--- src/rtl/tour_pkg.sv ---
// Shared types and constants for the knight-tour command sequencer.
package tour_pkg;

    typedef enum logic [2:0] {
        StIdle,
        StFetch,
        StVert,
        StVwait,
        StHorz,
        StHwait,
        StDrain
    } tour_state_t;

    localparam logic [7:0] HDG_N = 8'h00;
    localparam logic [7:0] HDG_W = 8'h3F;
    localparam logic [7:0] HDG_S = 8'h7F;
    localparam logic [7:0] HDG_E = 8'hBF;

    localparam logic [3:0] OPC_MOVE    = 4'h4;
    localparam logic [3:0] OPC_FANFARE = 4'h5;

    typedef struct packed {
        logic [15:0] vert;
        logic [15:0] horz;
    } leg_cmds_t;

    // Split a one-hot knight move into its vertical and horizontal leg commands.
    // Anything that is not one-hot yields all-zero commands.
    function automatic leg_cmds_t move_legs(input logic [7:0] move);
        leg_cmds_t legs;
        legs = '0;
        case (move)
            8'h01: begin legs.vert = {OPC_MOVE, HDG_N, 4'd2}; legs.horz = {OPC_FANFARE, HDG_E, 4'd1}; end
            8'h02: begin legs.vert = {OPC_MOVE, HDG_N, 4'd2}; legs.horz = {OPC_FANFARE, HDG_W, 4'd1}; end
            8'h04: begin legs.vert = {OPC_MOVE, HDG_N, 4'd1}; legs.horz = {OPC_FANFARE, HDG_W, 4'd2}; end
            8'h08: begin legs.vert = {OPC_MOVE, HDG_S, 4'd1}; legs.horz = {OPC_FANFARE, HDG_W, 4'd2}; end
            8'h10: begin legs.vert = {OPC_MOVE, HDG_S, 4'd2}; legs.horz = {OPC_FANFARE, HDG_W, 4'd1}; end
            8'h20: begin legs.vert = {OPC_MOVE, HDG_S, 4'd2}; legs.horz = {OPC_FANFARE, HDG_E, 4'd1}; end
            8'h40: begin legs.vert = {OPC_MOVE, HDG_S, 4'd1}; legs.horz = {OPC_FANFARE, HDG_E, 4'd2}; end
            8'h80: begin legs.vert = {OPC_MOVE, HDG_N, 4'd1}; legs.horz = {OPC_FANFARE, HDG_E, 4'd2}; end
            default: legs = '0;
        endcase
        return legs;
    endfunction

endpackage

--- src/rtl/tour_leg_decode.sv ---
// Combinational decode of one move byte into two leg commands plus a legality flag.
module tour_leg_decode
    import tour_pkg::*;
(
    input  logic [7:0]  move_oh,
    output logic [15:0] vert_cmd,
    output logic [15:0] horz_cmd,
    output logic        legal
);

    leg_cmds_t legs;

    // Decode legs and flag anything other than exactly one set bit.
    always_comb begin
        legs     = move_legs(move_oh);
        vert_cmd = legs.vert;
        horz_cmd = legs.horz;
        legal    = (move_oh != 8'd0) && ((move_oh & (move_oh - 8'd1)) == 8'd0);
    end

endmodule

--- src/rtl/tour_cmd_seq.sv ---
// Tour command sequencer: walks the move store, issues vertical/horizontal leg commands,
// muxes them with UART commands and produces the response byte.
module tour_cmd_seq
    import tour_pkg::*;
#(
    parameter int unsigned NUM_MOVES = 24,
    parameter int unsigned TO_CYCLES = 0,
    parameter logic [3:0]  ABORT_OPC = 4'hF,
    parameter logic [7:0]  DONE_RESP = 8'hA5,
    parameter logic [7:0]  BUSY_RESP = 8'h5A,
    localparam int unsigned IDX_W    = $clog2(NUM_MOVES)
) (
    input  logic             clk,
    input  logic             rst,
    input  logic             start_tour,
    input  logic [7:0]       move,
    output logic [IDX_W-1:0] mv_indx,
    input  logic [15:0]      cmd_UART,
    input  logic             cmd_rdy_UART,
    output logic [15:0]      cmd,
    output logic             cmd_rdy,
    input  logic             clr_cmd_rdy,
    input  logic             send_resp,
    output logic             clr_abort,
    output logic [7:0]       resp,
    output logic             tour_busy,
    output logic             tour_err
);

    localparam int unsigned      TO_W     = (TO_CYCLES > 1) ? $clog2(TO_CYCLES) : 1;
    localparam logic [TO_W-1:0]  TO_LAST  = (TO_CYCLES == 0) ? '0 : TO_W'(TO_CYCLES - 1);
    localparam logic [IDX_W-1:0] LAST_IDX = IDX_W'(NUM_MOVES - 1);

    tour_state_t      state_q, state_d;
    logic [IDX_W-1:0] mv_indx_q, mv_indx_d;
    logic [7:0]       move_q, move_d;
    logic [TO_W-1:0]  to_cnt_q, to_cnt_d;
    logic             tour_err_q, tour_err_d;
    logic             tour_busy_q;
    // Remembers which leg was in flight when an abort sent us to DRAIN.
    logic             drain_horz_q, drain_horz_d;

    logic [7:0]  dec_move;
    logic [15:0] vert_cmd, horz_cmd;
    logic        move_legal;
    logic        last_idx, in_wait, timeout, abort_req, abort_take;

    // In FETCH the live store output is checked; afterwards the captured move drives the legs.
    assign dec_move = (state_q == StFetch) ? move : move_q;

    tour_leg_decode u_leg_decode (
        .move_oh  (dec_move),
        .vert_cmd (vert_cmd),
        .horz_cmd (horz_cmd),
        .legal    (move_legal)
    );

    // Event decode and next-state logic; priority is timeout > abort > handshakes.
    always_comb begin
        state_d      = state_q;
        mv_indx_d    = mv_indx_q;
        move_d       = move_q;
        tour_err_d   = tour_err_q;
        drain_horz_d = drain_horz_q;
        abort_take   = 1'b0;

        last_idx  = (mv_indx_q == LAST_IDX);
        in_wait   = (state_q == StVwait) || (state_q == StHwait) || (state_q == StDrain);
        timeout   = (TO_CYCLES != 0) && in_wait && (to_cnt_q == TO_LAST);
        abort_req = cmd_rdy_UART && (cmd_UART[15:12] == ABORT_OPC) && (state_q != StIdle);

        unique case (state_q)
            StIdle: begin
                if (start_tour) begin
                    mv_indx_d  = '0;
                    tour_err_d = 1'b0;
                    state_d    = StFetch;
                end
            end
            StFetch: begin
                move_d = move;
                if (!move_legal) begin
                    tour_err_d = 1'b1;
                    state_d    = StIdle;
                end else if (abort_req) begin
                    abort_take = 1'b1;
                    state_d    = StIdle;
                end else begin
                    state_d = StVert;
                end
            end
            StVert: begin
                if (abort_req) begin
                    abort_take = 1'b1;
                    state_d    = StIdle;
                end else if (clr_cmd_rdy) begin
                    state_d = StVwait;
                end
            end
            StVwait: begin
                if (timeout) begin
                    tour_err_d = 1'b1;
                    state_d    = StIdle;
                end else if (abort_req) begin
                    abort_take   = 1'b1;
                    drain_horz_d = 1'b0;
                    state_d      = StDrain;
                end else if (send_resp) begin
                    state_d = StHorz;
                end
            end
            StHorz: begin
                if (abort_req) begin
                    abort_take = 1'b1;
                    state_d    = StIdle;
                end else if (clr_cmd_rdy) begin
                    state_d = StHwait;
                end
            end
            StHwait: begin
                if (timeout) begin
                    tour_err_d = 1'b1;
                    state_d    = StIdle;
                end else if (abort_req) begin
                    abort_take   = 1'b1;
                    drain_horz_d = 1'b1;
                    state_d      = StDrain;
                end else if (send_resp) begin
                    if (last_idx) begin
                        state_d = StIdle;
                    end else begin
                        mv_indx_d = mv_indx_q + IDX_W'(1);
                        state_d   = StFetch;
                    end
                end
            end
            StDrain: begin
                if (timeout) begin
                    tour_err_d = 1'b1;
                    state_d    = StIdle;
                end else begin
                    // A repeated abort here is simply consumed.
                    abort_take = abort_req;
                    if (send_resp) state_d = StIdle;
                end
            end
            default: state_d = StIdle;
        endcase

        // Counter restarts on every entry into a wait state.
        if (in_wait && (state_d == state_q)) to_cnt_d = to_cnt_q + TO_W'(1);
        else                                 to_cnt_d = '0;
    end

    // Command/ready source mux and response byte.
    always_comb begin
        cmd     = 16'd0;
        cmd_rdy = 1'b0;
        unique case (state_q)
            StIdle: begin
                cmd     = cmd_UART;
                cmd_rdy = cmd_rdy_UART;
            end
            StFetch: cmd = 16'd0;
            StVert: begin
                cmd     = vert_cmd;
                cmd_rdy = 1'b1;
            end
            StVwait: cmd = vert_cmd;
            StHorz: begin
                cmd     = horz_cmd;
                cmd_rdy = 1'b1;
            end
            StHwait: cmd = horz_cmd;
            StDrain: cmd = drain_horz_q ? horz_cmd : vert_cmd;
            default: cmd = 16'd0;
        endcase

        if ((state_q == StIdle) ||
            (((state_q == StHorz) || (state_q == StHwait)) && last_idx)) resp = DONE_RESP;
        else                                                             resp = BUSY_RESP;
    end

    // Reset wins over an abort arriving in the same cycle.
    assign clr_abort = abort_take && !rst;
    assign mv_indx   = mv_indx_q;
    assign tour_busy = tour_busy_q;
    assign tour_err  = tour_err_q;

    // State and datapath registers with synchronous reset.
    always_ff @(posedge clk) begin
        if (rst) begin
            state_q      <= StIdle;
            mv_indx_q    <= '0;
            move_q       <= 8'd0;
            to_cnt_q     <= '0;
            tour_err_q   <= 1'b0;
            tour_busy_q  <= 1'b0;
            drain_horz_q <= 1'b0;
        end else begin
            state_q      <= state_d;
            mv_indx_q    <= mv_indx_d;
            move_q       <= move_d;
            to_cnt_q     <= to_cnt_d;
            tour_err_q   <= tour_err_d;
            tour_busy_q  <= (state_d != StIdle);
            drain_horz_q <= drain_horz_d;
        end
    end

endmodule

--- config.mk ---
export PLATFORM = sky130hd
export DESIGN_NAME = tour_cmd_seq
export DESIGN_NICKNAME = d
export VERILOG_FILES = /design/src/rtl/tour_pkg.sv /design/src/rtl/tour_leg_decode.sv /design/src/rtl/tour_cmd_seq.sv
export SDC_FILE = /design/constraint.sdc
export NUM_CORES = 1
export LEC_CHECK = 0
export BUFFER_PORTS_ARGS = -buffer_cell sky130_fd_sc_hd__buf_2
export CELL_PAD_IN_SITES_DETAIL_PLACEMENT = 1
export CELL_PAD_IN_SITES_GLOBAL_PLACEMENT = 2
export CORE_MARGIN = 2
export CORE_UTILIZATION = 25
export CTS_CLUSTER_DIAMETER = 40
export CTS_CLUSTER_SIZE = 30
export DETAILED_ROUTE_END_ITERATION = 12
export MAX_ROUTING_LAYER = met4
export PLACE_DENSITY_LB_ADDON = 0.25
export SLEW_MARGIN = 15
export SYNTH_ARGS = -nofsm -noshare
export SYNTH_HDL_FRONTEND = slang
export SYNTH_HIERARCHICAL = 1
export SYNTH_SLANG_ARGS = --single-unit
--- constraint.sdc ---
create_clock -name clk -period 3.9 [get_ports clk]
set_input_delay 1.17 -clock clk [delete_from_list [all_inputs] [get_ports clk]]
set_output_delay 1.17 -clock clk [all_outputs]
set_load 0.05 [all_outputs]
== After elaboration in Yosys (flattened, before gate mapping) ==
Cells that the tools add are included.

* Flip-flop bits (word level): 19
* Input port bits: 30
* Output and inout port bits: 33

* $add $sub $neg: 2
* Equality and inequality tests: 23
* Multiplexer cells: 34
* Bitwise logic cells: 1
* Reductions and logical operators: 23

{| class="wikitable"
|+ Operators with widths
! operator !! number
|-
| case mux 31 bit (8 select lines) || 1
|-
| case mux 16 bit (4 select lines) || 1
|-
| 2-to-1 mux 3 bit || 10
|-
| case mux 3 bit (7 select lines) || 1
|-
| 2-to-1 mux 5 bit || 4
|-
| 2-to-1 mux 16 bit || 1
|-
| 2-to-1 mux 8 bit || 2
|-
| inequality test 2 bit, second input constant || 7
|-
| case mux 5 bit (2 select lines) || 1
|-
| == test 3 bit, second input constant || 3
|-
| bitwise AND 8 bit || 1
|-
| == test 8 x 1 -> 1 bit, second input constant || 1
|-
| == test 8 x 2 -> 1 bit, second input constant || 1
|-
| == test 8 x 3 -> 1 bit, second input constant || 1
|-
| == test 8 x 4 -> 1 bit, second input constant || 1
|-
| == test 8 x 5 -> 1 bit, second input constant || 1
|-
| == test 8 x 6 -> 1 bit, second input constant || 1
|-
| == test 8 x 7 -> 1 bit, second input constant || 1
|-
| == test 8 bit, second input constant || 1
|-
| zero test 8 bit || 1
|-
| nonzero test 8 bit || 1
|-
| subtractor 8 x 1 -> 8 bit, second input constant || 1
|-
| 2-to-1 mux 1 bit || 7
|-
| == test 3 x 2 -> 1 bit, second input constant || 2
|-
| 17 further kinds || 31
|}

== Depth between registers and ports, before layout ==
Gate-level depths: netlist of the first run.

* Depth in word-level cells: 9
* Mapped depth: 13
* Gate-level depth less buffers: 11

== Hierarchy ==
The synthesis of the first run kept the hierarchy.

{| class="wikitable"
|+ By module, submodules not included
! module !! instances !! cells an instance !! area an instance (um2) !! seq. area each (um2)
|-
| tour_cmd_seq || 1 || 170 || 1367.6 || 380.4
|-
| tour_leg_decode || 1 || 58 || 419.2 || 0.0
|}

== Worst setup path before layout of the first run ==
OpenSTA, ideal clock, no wires.

* Kind: input to output
* From: in move[6]
* To: out clr_abort
* Arrival: 3.178 ns
* Slack: -0.448 ns
* Stages on the path: 10
* Buffers on the path: 1
* Cells stage by stage: mux2_2 buf_2 nor4b_2 a211oi_1 nor4_2 a21o_1 nand2_1 nand2_1 o211ai_1 nor2_1

* Cells in the longest elaborated chain, start to end: 8
* Elaborated cells on any way between the ends: 9

{| class="wikitable"
|+ RTL lines
! item !! RTL line !! RTL
|-
| start, declared || tour_cmd_seq.sv:16 || <nowiki>input logic [7:0] move,</nowiki>
|-
| 2-to-1 mux 8 bit (*) || n/a ||
|-
| subtractor 8 x 1 -> 8 bit || tour_leg_decode.sv:18 || <nowiki>legal = (move_oh != 8'd0) && ((move_oh & (move_oh - 8'd1)) == 8'd0);</nowiki>
|-
| bitwise AND 8 bit || tour_leg_decode.sv:18 ||
|-
| zero test 8 bit || tour_leg_decode.sv:18 ||
|-
| logical AND 1 bit (*) || tour_leg_decode.sv:18 ||
|-
| named net move_legal || tour_cmd_seq.sv:45 || <nowiki>logic move_legal;</nowiki>
|-
| 2-to-1 mux 1 bit (*) || tour_cmd_seq.sv:82 || <nowiki>if (!move_legal) begin</nowiki>
|-
| case mux 1 bit (3 select lines) (*) || tour_cmd_seq.sv:72 || <nowiki>unique case (state_q)</nowiki>
|-
| logical AND 1 bit (*) || tour_cmd_seq.sv:185 || <nowiki>assign clr_abort = abort_take && !rst;</nowiki>
|-
| end, declared || tour_cmd_seq.sv:24 || <nowiki>output logic clr_abort,</nowiki>
|}

Mark *: on every way through the listed nets, which the timed path passes. The rest lies on a longest branch.

== Worst setup path after layout of the first run ==
* From: in move[3]
* To: out cmd[14]

* Cells in the longest elaborated chain, start to end: 5
* Elaborated cells on any way between the ends: 12

{| class="wikitable"
|+ RTL lines
! item !! RTL line !! RTL
|-
| 2-to-1 mux 8 bit (*) || n/a ||
|-
| named net dec_move[3] || tour_cmd_seq.sv:43 || <nowiki>logic [7:0] dec_move;</nowiki>
|-
| == test 8 bit (tied with other cells) || tour_pkg.sv:32 || <nowiki>case (move)</nowiki>
|-
| case mux 31 bit (8 select lines) (*) || tour_pkg.sv:32 ||
|-
| 2-to-1 mux 16 bit || tour_cmd_seq.sv:175 || <nowiki>StDrain: cmd = drain_horz_q ? horz_cmd : vert_cmd;</nowiki>
|-
| case mux 16 bit (4 select lines) (*) || tour_cmd_seq.sv:159 || <nowiki>unique case (state_q)</nowiki>
|-
| end, declared || tour_cmd_seq.sv:20 || <nowiki>output logic [15:0] cmd,</nowiki>
|}

Marks and branches as above.

==> impl_metrics.py, run 1 <==
metrics = {
    "timing": {
        "rsz0062_at_grt": "yes",
        "relSlewSlack": 0.230,
        "hold_viol": 0,
        "holdWs_ns": 0.510,
        "setup_viol": 13,
        "post-route-period-util": 1.06,
        "slew_violations": 0,
        "fmax_ghz": 0.241,
        "min_period_ns": 4.15,
        "tightest_slew_ns": 1.15,
        "layout_setup_ws_ns": -0.249,
        "fin_worst_skew_ns": 0.00546,
    },
    "detailed_routing": {
        "drt_wl_total_microns": 5310,
        "vias": 1804,
        "drc_errors": 0,
        "firstDrtPassIters": 4,
        "drt_iter0_markers": 114,
        "via_per_inst": 4.80,
        "routedWlPerCell_microns": 14.1,
        "detail-route-antenna-nets": 0,
    },
    "setup_path": {
        "crit_fanout": 5,
        "crit_arrival_ns": 2.98,
        "cp.required_ns": 2.73,
        "startpoint_type": "input pin",
        "setup.worst_path.end_class": "output pin",
        "crit_type": "input pin to output pin",
    },
    "layout": {
        "design_area_sq_mm": 0.00241,
        "layout-drive-gt1-share": 0.461,
        "stdcell_count": 376,
        "area_growth_pct": 35.2,
        "post-route-util": 0.352,
        "fin_nets": 312,
        "n_fill_cell": 854,
        "n_antenna_cell": 0,
    },
    "power": {
        "peakVddDrop_mv": 0.131,
        "power_frac_clock": 0.135,
        "internal_power_w": 0.000537,
        "leakage_nw": 1.11,
        "switching_power_w": 0.000489,
        "p_total_w": 0.00103,
        "swShare": 0.477,
        "power_density_mw_per_mm2": 425,
        "combPwrFrac": 0.657,
        "seqPwrFrac": 0.208,
    },
    "synth": {
        "async_flop_share": 0,
        "synth_xor_area_frac": 0.0245,
        "syn_avg_cell_area_sq_um": 7.84,
        "synth_cell_types": 49,
        "syn_inst": 228,
        "synth_mux_area_frac": 0.0560,
        "ys_seq_elements": 19,
        "synth_warnings": 6,
        "ys_seq_area_frac": 0.213,
        "synth_top_family_by_area": "compound AO/OA/AOI/OAI gates",
        "yosys.area_share.simple": 0.232,
        "synthFlopType": "dfxtp_1",
        "synth.area.top_cells": "dfxtp_1 21%, buf_4 14%, a222oi_1 9.0%",
        "synth.top_cell.area_share": 0.213,
        "synth_top_area_cell": "dfxtp_1",
        "synth_edf_count": 0,
        "synth-adder-area-share": 0.00700,
        "synth-compound-area-share": 0.236,
        "synth_area_sq_mm": 0.00179,
    },
    "status": {
        "violations": "negative setup slack",
        "status": "complete, but fails checks",
    },
    "floorplan": {
        "fp-row-count": 30,
        "die_x_microns": 88.5,
        "start_util": 0.260,
        "io_pins": 63,
        "coreArea_sq_mm": 0.00687,
        "die-area_sq_mm": 0.00784,
        "die_h_microns": 88.5,
    },
    "hold_path": {
        "min_path_type": "flip-flop to flip-flop",
    },
    "clock_tree": {
        "cts_sinks": 19,
        "cts-root-buf": "clkbuf_8",
        "cts_buffer_depth": 2,
        "cts_buffers": 3,
        "clock_latency_ns": 0.26,
        "htreeDepth": 1,
        "clkTransAtPathRegs_ns": 0.07,
        "cts_tree": "built",
    },
    "grt": {
        "grtUsageMet2": 0.252,
        "grt_max_degree": 20,
        "met1_usage": 0.178,
        "antenna_found_initial": 0,
        "grt_pass1_vias": 1779,
        "grt.overflow.total": 0,
        "grt_pass1_wl_microns": 8750,
        "grt_util_met3": 0.0205,
        "track_usage": 0.145,
        "busiest_layer": "met2",
    },
    "run": {
        "maxCapViolCount": 0,
    },
    "placed_design": {
        "routabilityCongestion": 0.766,
        "numPortBuffers": 62,
        "place_hpwl_microns": 3770,
        "placed_cell_area_sq_mm": 0.00210,
        "placed_cells": 367,
    },
}
-- cell families after synthesis --
kind of cell | after synthesis
muxes | 9
adders and majority gates | 1
buffers and inverters | 69
other | 1
xor gates and xnor gates | 5
DFF | 19
AOI/OAI and AO/OA | 56
and+or+nand+nor | 68
-- synthesized netlist by cell type (3+ instances only) --
cell type	instances
a211oi_1	4
a21oi_1	10
a222oi_1	16
buf_2	3
buf_4	33
buf_6	3
clkbuf_1	8
dfxtp_1	19
inv_1	22
mux2_2	8
nand2_1	11
nand2b_1	3
nand3_1	7
nor2_1	8
nor2b_1	10
nor3_1	4
o211ai_1	6
o21ai_0	9
xor2_1	5
-- cell type report --
class	count	area (sq um)	share of cell area
repair buffers	84	606	0.251
well taps	96	120	0.0497
multi-input cells	151	1180	0.489
flip-flops and latches	19	380	0.158
inverters	22	82.6	0.0342
clock buffers	4	45.0	0.0187
-- critical path, stage by stage --
cell	delay, ns
buf_6	0.09
mux2_4	0.30
xor2_2	0.20
a211oi_2	0.31
nor4_4	0.08
a21o_2	0.24
a222oi_1	0.36
inv_2	0.07
buf_8	0.16
-- state kept, by name (all words and copies together), names as in the netlist --
register      count
move_q            8
drain_horz_q      1
tour_busy         1
tour_err          1
mv_indx           5
state_q           3
-- cell usage in the layout, fill, tap and decap left out, drive strengths merged, types with 2 or more instances in the layout --
master	n
buf	84
nand2b	3
a211oi	4
conb	11
nand3b	2
nor4b	2
nand2	11
nor2	8
o211ai	6
and3	2
or4	2
nor2b	10
o21ai	9
nand3	7
a21oi	10
or2	3
a21o	4
nor4	4
a222oi	16
dfxtp	19
clkbuf	4
inv	22
and2	3
xor2	5
a31oi	2
mux2	8
nor3	6
-- power by group through the flow --
stage | Combinational [W] | Sequential (W) | Clock [W]
after floorplan | 0.000510 | 0.000233 | 0
after global placement | 0.000567 | 0.000218 | 0
after detailed placement | 0.000571 | 0.000218 | 0
after CTS | 0.000640 | 0.000214 | 0.000147
after global routing | 0.000723 | 0.000215 | 0.000153
final | 0.000674 | 0.000214 | 0.000139
-- path summary, 6_finish.rpt --
kind,cells past startpoint,slack [ns],end,start
max,9,-0.25,cmd[14],move[3]
min,2,0.51,mv_indx[4],mv_indx[4]
max reg2reg,11,1.23,tour_busy,state_q[0]
min reg2reg,2,0.51,mv_indx[4],mv_indx[4]
-- layer usage --
metal	vias to the layer above	routed length (microns)
met2	44	2780
met4	0	72
li1	885	-
met5	-	0
met3	6	166
met1	869	2300
-- per-stage QoR --
stage,setup TNS (ns),worst slack [ns]
final,-2.47,-0.249
after detailed placement,-3.26,-0.325
after floorplan,-1.18,-0.202
after CTS,-2.32,-0.236
after global routing,-3.87,-0.380
after global placement,-2.88,-0.306
-- timing repair --
action,CTS,global route
cloned,1,0
setup buffers,3,4
pin swaps,16,13
hold buffers,0,0
gates resized for setup,37,20
endpoints found under the setup margin,13,13
No activity file was read; power rests on OpenSTA's default activity.
==> inputs of run 2 (changes only) <==
--- a/config.mk
+++ b/config.mk
@@ -8,8 +8,9 @@
 export BUFFER_PORTS_ARGS = -buffer_cell sky130_fd_sc_hd__buf_2
 export CELL_PAD_IN_SITES_DETAIL_PLACEMENT = 1
 export CELL_PAD_IN_SITES_GLOBAL_PLACEMENT = 2
+export CORE_ASPECT_RATIO = 1.75
 export CORE_MARGIN = 2
-export CORE_UTILIZATION = 25
+export CORE_UTILIZATION = 28
 export CTS_CLUSTER_DIAMETER = 40
 export CTS_CLUSTER_SIZE = 30
 export DETAILED_ROUTE_END_ITERATION = 12
==> constraint.sdc (replaced) <==
create_clock -name clk -period 4.2 [get_ports clk]
set_input_delay 1.26 -clock clk [delete_from_list [all_inputs] [get_ports clk]]
set_output_delay 1.26 -clock clk [all_outputs]
set_load 0.05 [all_outputs]
==> impl_metrics.py, run 2 (same netlist as run 1, synthesis figures left out) <==
metrics = {
    "setup_path": {
        "path_cells": "buf_6 > mux2_4 > xor2_2 > a211oi_4 > nor4_4 > buf_4 > a21o_1 > a222oi_1 > inv_2 > buf_8",
        "crit_fanout": 5,
        "cp_slowest_cell": "a222oi_1",
        "slowest_delay_ns": 0.37,
        "crit_type": "input pin to output pin",
        "crit_buf_inv": 4,
        "startpoint_type": "input pin",
        "crit_arrival_ns": 3.14,
        "cp_top_family": "compound AO/OA/AOI/OAI gates",
        "cp.required_ns": 2.94,
        "setup.worst_path.end_class": "output pin",
    },
    "placed_design": {
        "numPortBuffers": 62,
        "routabilityCongestion": 0.738,
        "placed_cells": 354,
        "place_hpwl_microns": 3930,
    },
    "hold_path": {
        "min_path_type": "flip-flop to flip-flop",
    },
    "grt": {
        "track_usage": 0.158,
        "grt_max_degree": 20,
        "grt_pass1_vias": 1796,
        "antenna_found_initial": 0,
        "grt_pass1_wl_microns": 8670,
        "grt.overflow.total": 0,
    },
    "layout": {
        "largest_reg_flops": 8,
        "final_cell_mix": "46 x buf_2, 27 x buf_4, 19 x dfxtp_1",
        "n_fill_cell": 792,
        "top_register": "move_q",
        "n_antenna_cell": 0,
        "area_growth_pct": 32.1,
        "final_common_cell": "buf_2",
        "stdcell_count": 363,
        "layout-drive-gt1-share": 0.449,
        "fin_nets": 315,
    },
    "timing": {
        "layout_setup_ws_ns": -0.203,
        "setup_viol": 10,
        "rsz0062_at_grt": "yes",
        "tightest_slew_ns": 0.565,
        "slew_violations": 0,
        "fin_worst_skew_ns": 0.000968,
        "fmax_ghz": 0.227,
        "relSlewSlack": 0.623,
        "hold_viol": 0,
        "post-route-period-util": 1.05,
        "tns_ns": -1.16,
        "min_period_ns": 4.40,
    },
    "detailed_routing": {
        "via_per_inst": 4.94,
        "drt_iter0_markers": 78,
        "drc_errors": 0,
        "routedWlPerCell_microns": 14.3,
        "detail-route-antenna-nets": 0,
        "firstDrtPassIters": 5,
        "drt_wl_total_microns": 5200,
        "vias": 1793,
    },
    "clock_tree": {
        "cts_buffer_depth": 2,
        "cts_tree": "built",
        "clock_latency_ns": 0.25,
        "cts_sinks": 19,
        "cts-root-buf": "clkbuf_8",
        "clkTransAtPathRegs_ns": 0.07,
        "htreeDepth": 1,
        "cts_buffers": 3,
    },
    "power": {
        "power_density_mw_per_mm2": 396,
        "peakVddDrop_mv": 0.217,
        "leakage_nw": 1.12,
    },
    "floorplan": {
        "coreArea_sq_mm": 0.00618,
        "start_util": 0.289,
        "die_h_microns": 110,
        "io_pins": 63,
        "fp-row-count": 38,
        "die_x_microns": 64.4,
        "die-area_sq_mm": 0.00706,
    },
    "run": {
        "maxCapViolCount": 0,
    },
    "status": {
        "violations": "negative setup slack",
        "status": "complete, but fails checks",
    },
}
run 2: path summary, 6_finish.rpt:
kind | start | end | slack [ns] | depth (start not counted)
min | mv_indx[4] | mv_indx[4] | 0.51 | 2
max reg2reg | state_q[0] | tour_busy | 1.57 | 12
min reg2reg | mv_indx[4] | mv_indx[4] | 0.51 | 2
max | move[2] | cmd[12] | -0.20 | 10
run 2: repair_timing:
| item | 4_1_cts | 5_1_grt |
|---|---|---|
| endpoints found under the setup margin | 13 | 13 |
| gates cloned | 1 | 0 |
| pin swaps | 5 | 10 |
| resized for setup | 31 | 15 |
| setup buffers | 1 | 3 |
| hold buffers | 0 | 0 |
run 2: worst register-to-register path, delay by kind of cell (launching register included):
kind	cells	cell delay, ns
DFF	1	0.33
buffers and inverters	3	0.41
muxes	1	0.37
AOI/OAI and AO/OA	4	0.61
and+or+nand+nor	4	0.83
run 2: metal layers:
| metal | GRT usage | share of wire |
|---|---|---|
| met2 | 0.299 | 0.55 |
| met1 | 0.170 | 0.39 |
| met3 | 0.0164 | 0.039 |
| met4 | 0.0517 | 0.016 |
| met5 | - | 0 |
run 2: layout make-up:
cell class                 instances  area, sq um  share of cell area
multi-input combinational        151         1150               0.489
timing repair buffer              87          598               0.253
sequential                        19          380               0.161
tap                               80          100              0.0424
inverter                          22         82.6              0.0350
clock buffer                       4         45.0              0.0191
run 2: where the power goes:
part | switching [W] | leakage, nW | internal [W]
registers | 0.00000563 | 0.155 | 0.000193
clock network | 0.0000585 | 0.0228 | 0.0000674
logic | 0.000378 | 0.942 | 0.000232
run 2: through the flow:
step | power, W | hold WS [ns] | area (sq um) | utilization | worst slack (ns)
finish | 0.000934 | 0.512 | 2360 | 0.382 | -0.203
global route | 0.000999 | 0.541 | 2360 | 0.382 | -0.270
CTS | 0.000911 | 0.521 | 2270 | 0.367 | -0.139
detailed placement | 0.000731 | 0.511 | 2100 | 0.340 | -0.205
global placement | 0.000727 | 0.501 | 2100 | 0.340 | -0.150
floorplan | 0.000687 | 0.558 | 1870 | - | 0.00101
